==> config.mk <==
export PLATFORM = sky130hd
export DESIGN_NAME = dmem_bridge
export DESIGN_NICKNAME = d
export VERILOG_FILES = /design/src/rtl/cpu_pkg.sv /design/src/rtl/dmem_bridge.sv
export SDC_FILE = /design/constraint.sdc
export NUM_CORES = 1
export LEC_CHECK = 0
export ABC_AREA = 1
export CAP_MARGIN = 15
export CORE_MARGIN = 1
export CORE_UTILIZATION = 45
export CTS_CLUSTER_DIAMETER = 60
export DETAILED_ROUTE_END_ITERATION = 7
export PLACE_DENSITY = 0.87
export SLEW_MARGIN = 20
export SYNTH_ARGS = -nofsm -noshare
export SYNTH_HDL_FRONTEND = slang
export SYNTH_SLANG_ARGS = --single-unit
==> constraint.sdc <==
create_clock -name clk_i -period 3.7 [get_ports clk_i]
set_input_delay 0.555 -clock clk_i [delete_from_list [all_inputs] [get_ports clk_i]]
set_output_delay 0.555 -clock clk_i [all_outputs]
set_load 0.05 [all_outputs]
==> src/rtl/cpu_pkg.sv <==
// Shared types and constants for the micro_riscv core and its memory-side glue.
package cpu_pkg;

    typedef enum logic [1:0] {
        IDLE = 2'd0,
        REQ  = 2'd1,
        WAIT = 2'd2,
        DONE = 2'd3
    } dmem_state_t;

    localparam int unsigned DMEM_TIMEOUT_DEFAULT = 255;

endpackage

==> src/rtl/dmem_bridge.sv <==
// Bridges the core data port (stall-based) to a valid/ready data-memory bus,
// with alignment checking and a watchdog on unresponsive accesses.
//
// state | meaning
// IDLE  | no access in flight; aligned request accepted, misaligned one faulted
// REQ   | bus request presented, waiting for mem_req_ready_i
// WAIT  | request accepted, waiting for mem_rsp_valid_i
// DONE  | one-cycle result to the core, stall released
module dmem_bridge
    import cpu_pkg::*;
#(
    parameter int unsigned TIMEOUT_CYCLES = DMEM_TIMEOUT_DEFAULT
) (
    input  logic        clk_i,
    input  logic        reset_i,
    input  logic [31:0] cpu_addr_i,
    input  logic [31:0] cpu_wdata_i,
    input  logic        cpu_re_i,
    input  logic        cpu_we_i,
    output logic [31:0] cpu_rdata_o,
    output logic        cpu_stall_o,
    output logic        cpu_err_o,
    output logic        mem_req_valid_o,
    input  logic        mem_req_ready_i,
    output logic        mem_req_we_o,
    output logic [31:0] mem_req_addr_o,
    output logic [31:0] mem_req_wdata_o,
    input  logic        mem_rsp_valid_i,
    input  logic [31:0] mem_rsp_rdata_i,
    input  logic        mem_rsp_err_i
);

    localparam int unsigned CNT_W = $clog2(TIMEOUT_CYCLES + 1);
    localparam logic [CNT_W-1:0] CNT_LAST = CNT_W'(TIMEOUT_CYCLES - 1);

    dmem_state_t      state_q, state_d;
    logic [31:0]      addr_q, wdata_q, rdata_q;
    logic             we_q, err_q;
    logic [CNT_W-1:0] cnt_q;
    logic             accept, rsp_take, tmo, last_cycle;

    // cnt_q counts REQ/WAIT cycles already spent, so the final permitted one sees CNT_LAST
    assign last_cycle      = (cnt_q == CNT_LAST);
    assign mem_req_we_o    = we_q;
    assign mem_req_addr_o  = addr_q;
    assign mem_req_wdata_o = wdata_q;

    always_comb begin
        state_d         = state_q;
        cpu_stall_o     = 1'b0;
        cpu_err_o       = 1'b0;
        cpu_rdata_o     = '0;
        mem_req_valid_o = 1'b0;
        accept          = 1'b0;
        rsp_take        = 1'b0;
        tmo             = 1'b0;
        case (state_q)
            IDLE: begin
                if (cpu_re_i || cpu_we_i) begin
                    if (cpu_addr_i[1:0] == 2'b00) begin
                        cpu_stall_o = 1'b1;
                        accept      = 1'b1;
                        state_d     = REQ;
                    end else begin
                        cpu_err_o = 1'b1;
                    end
                end
            end
            REQ: begin
                cpu_stall_o = 1'b1;
                // valid is withheld on the last cycle so a timeout never races a handshake
                if (last_cycle) begin
                    tmo     = 1'b1;
                    state_d = DONE;
                end else begin
                    mem_req_valid_o = 1'b1;
                    if (mem_req_ready_i) state_d = WAIT;
                end
            end
            WAIT: begin
                cpu_stall_o = 1'b1;
                if (mem_rsp_valid_i) begin
                    rsp_take = 1'b1;
                    state_d  = DONE;
                end else if (last_cycle) begin
                    tmo     = 1'b1;
                    state_d = DONE;
                end
            end
            DONE: begin
                cpu_rdata_o = rdata_q;
                cpu_err_o   = err_q;
                state_d     = IDLE;
            end
            default: state_d = IDLE;
        endcase
    end

    always_ff @(posedge clk_i) begin
        if (reset_i) begin
            state_q <= IDLE;
            cnt_q   <= '0;
            addr_q  <= '0;
            wdata_q <= '0;
            we_q    <= 1'b0;
            rdata_q <= '0;
            err_q   <= 1'b0;
        end else begin
            state_q <= state_d;
            if (accept) begin
                addr_q  <= cpu_addr_i;
                wdata_q <= cpu_wdata_i;
                we_q    <= cpu_we_i;
                cnt_q   <= '0;
            end else if (state_q == REQ || state_q == WAIT) begin
                cnt_q <= cnt_q + 1'b1;
            end
            if (rsp_take) begin
                rdata_q <= we_q ? 32'h0 : mem_rsp_rdata_i;
                err_q   <= mem_rsp_err_i;
            end else if (tmo) begin
                rdata_q <= '0;
                err_q   <= 1'b1;
            end
        end
    end

endmodule

==> impl_metrics.env <==
export IMPL_synth_fp_nets=699
export IMPL_post_dp_cell_area_sq_um=6534
export IMPL_grt_antenna_before_repair=0
export IMPL_cts_resized_gates=0
export IMPL_netSwitchingFraction=0.3746
export IMPL_p_int_uw=1927
export IMPL_h_tree_depth=3
export IMPL_timing_fmax_mhz=319.1
export IMPL_synth_top_cell_by_area="dfxtp_1"
export IMPL_critPathLaunchType="register"
export IMPL_p_comb_frac=0.345
export IMPL_slew_viol_final=0
export IMPL_drv_cap=0
export IMPL_cts_buffers=9
export IMPL_avgSynthCellArea_sq_um=7.671
export IMPL_syn_inst=588
export IMPL_cp_end_kind="output port"
export IMPL_finClkSkew_ps=12.09
export IMPL_finalHoldWorstSlack_ps=429.6
export IMPL_die_area_sq_um=10430
export IMPL_cp_required_ps=3140
export IMPL_grt_pass1_wl_mm=19.58
export IMPL_post_drt_wl_per_cell_um=13.86
export IMPL_postCtsHoldBufs=0
export IMPL_ys_warn_count=0
export IMPL_crit_path_max_fanout=33
export IMPL_diodes=0
export IMPL_fp_dieH_um=102.1
export IMPL_synthToLayoutAreaGrowth_pct=48.82
export IMPL_grt_ovfl_total=0
export IMPL_post_route_period_util=0.8470
export IMPL_cts_sinks=108
export IMPL_peakVddDrop_mv=0.3491
export IMPL_leakagePower_uw=0.002610
export IMPL_fin_util=0.6899
export IMPL_async_flop_share=0
export IMPL_fin_setup_tns_ps=0
export IMPL_crit_chain="ha_1 -> buf_4 -> nand2_1 -> a21oi_1 -> clkdlybuf4s50_1"
export IMPL_first_global_vias=4138
export IMPL_routed_wl_mm=12.60
export IMPL_routabilityCongestion=0.8198
export IMPL_cp_slowest_cell="clkdlybuf4s50_1"
export IMPL_core_area_sq_um=9729
export IMPL_synth_most_common_cell="nand2_1"
export IMPL_crit_type="register to output port"
export IMPL_dp_hpwl_mm=9.076
export IMPL_layout_drive_gt1_share=0.08119
export IMPL_grt_max_degree=64
export IMPL_dr_pass1_iters=5
export IMPL_vias=4492
export IMPL_nets=882
export IMPL_sequentialPowerShare=0.437
export IMPL_cts_path_max_buffers=2
export IMPL_cts_tree="done"
export IMPL_worst_slew_pin_slew_ps=981.6
export IMPL_drt_initial_drc_count=296
export IMPL_synth_edf_count=0
export IMPL_ys_seq_area_frac=0.4793
export IMPL_clock_root_buffer="clkbuf_8"
export IMPL_design_area_sq_um=6713
export IMPL_synth_area_sq_um=4511
export IMPL_insertion_delay_ps=370
export IMPL_p_switching_uw=1154
export IMPL_synth_seq_cells=108
export IMPL_powerDensity_nw_per_um2=458.9
export IMPL_yosysUniqueCellTypes=27
export IMPL_arrival_ps=2580
export IMPL_fin_crit_ps=3134
export IMPL_min_path_type="register to register"
export IMPL_critPathMaxStageDelay_ps=840
export IMPL_netlist_area_leader_share=0.4793
export IMPL_via_per_inst=4.942
export IMPL_postRouteAntennaNets=0
export IMPL_rsz0062_at_grt="false"
export IMPL_initial_utilization=0.4636
export IMPL_port_buffers=202
export IMPL_relSlewSlack=0.3446
export IMPL_die_w_um=102.1
export IMPL_pin_count=203
export IMPL_synthTopCellsByArea="dfxtp_1, nand2_1, a21oi_1"
export IMPL_status="finished clean"
export IMPL_hold_viol=0
export IMPL_clk_pin_slew_ps=110
export IMPL_clockPowerShare=0.219
export IMPL_drc=0
export IMPL_post_cts_buffers=0
export IMPL_setup_viol=0
export IMPL_grt_use_total=0.2407
export IMPL_netlist_top_cells_count="nand2_1, dfxtp_1, a21oi_1"
export IMPL_num_rows=36
export IMPL_ys_flop_type="dfxtp_1"
-- cell type report --
| cell class | instances | area, sq um |
|---|---|---|
| Inverter | 49 | 183.9 |
| Clock inverter | 5 | 37.54 |
| Fill cell | 788 | 3017 |
| Timing Repair Buffer | 209 | 2082 |
| Tap cell | 133 | 166.4 |
| Multi-Input combinational cell | 394 | 1939 |
| Sequential cell | 108 | 2162 |
| Clock buffer | 11 | 141.4 |
-- power groups by stage --
stage,combinational [uW],clock [uW],sequential [uW]
3_3_place_gp,1030,0,1360
3_5_place_dp,1060,0,1370
6_report,1060,674,1350
4_1_cts,1060,690,1340
5_1_grt,1140,735,1360
2_1_floorplan,493,0,1550
-- worst max-delay path: cells and delay by family, from the launching register on --
kind	cells	cell delay, ps
fa+ha+maj	1	190
compound gates	1	230
buf+inv	2	1160
flops	1	450
simple gates	1	170
-- through the flow --
| stage | cells | worst slack, ps | power, uW |
|---|---|---|---|
| global placement | 893 | 772.5 | 2393 |
| CTS | 909 | 563.3 | 3096 |
| finish | 909 | 566.0 | 3081 |
| floorplan | 588 | 1340 | 2045 |
| global route | 909 | 447.2 | 3235 |
| detailed placement | 893 | 765.1 | 2430 |
-- metal layers --
layer	up-vias	track usage	wire, um
li1	2220	-	-
met1	2045	0.2849	4951
met2	204	0.3949	6005
met5	-	0	0
met3	23	0.09166	1412
met4	0	0.09341	233
-- final timing paths --
| check | from | slack, ps | end | cells after the start |
|---|---|---|---|---|
| setup / recovery | state_q[1]$_SDFFE_PP0P_ | 570 | cpu_err_o | 5 |
| hold / removal | mem_req_addr_o[0]$_SDFFE_PP0P_ | 430 | mem_req_addr_o[0]$_SDFFE_PP0P_ | 2 |
| setup reg to reg | state_q[0]$_SDFFE_PP0P_ | 1430 | mem_req_wdata_o[14]$_SDFFE_PP0P_ | 6 |
| hold reg to reg | mem_req_addr_o[0]$_SDFFE_PP0P_ | 430 | mem_req_addr_o[0]$_SDFFE_PP0P_ | 2 |
-- placed cells by master (no fill, tap or decap), drive strengths merged --
cell / netlist / routed
inv: 49 / 49
a21oi: 104 / 104
buf: 24 / 9
dfxtp: 108 / 108
nand3: 38 / 38
clkdlybuf4s50: 0 / 200
clkinv: 0 / 3
and3: 2 / 2
nand4: 2 / 2
nor3: 4 / 4
nor2: 16 / 16
o21a: 1 / 1
xnor2: 1 / 1
nand2: 212 / 212
clkinvlp: 0 / 2
or2: 2 / 2
o21ai: 3 / 3
nand3b: 1 / 1
ha: 8 / 8
clkbuf: 13 / 11
-- logic make-up (layout without fill, tap and decap cells) --
family	after synthesis	count (layout)	share of synthesized area
buffers and inverters	86	274	0.09071
adder cells (fa/ha/maj)	8	8	0.02219
AND/OR/NAND/NOR	277	277	0.2763
AO/OA/AOI/OAI	108	108	0.1295
XOR/XNOR	1	1	0.001942
flip-flops	108	108	0.4793
-- registers in the layout, indices dropped and copies added (netlist names) --
signal	count
mem_req_addr_o	32
mem_req_wdata_o	32
rdata_q	32
cnt_q	8
state_q	2
err_q	1
mem_req_we_o	1
(Power assumes the default switching activity.)
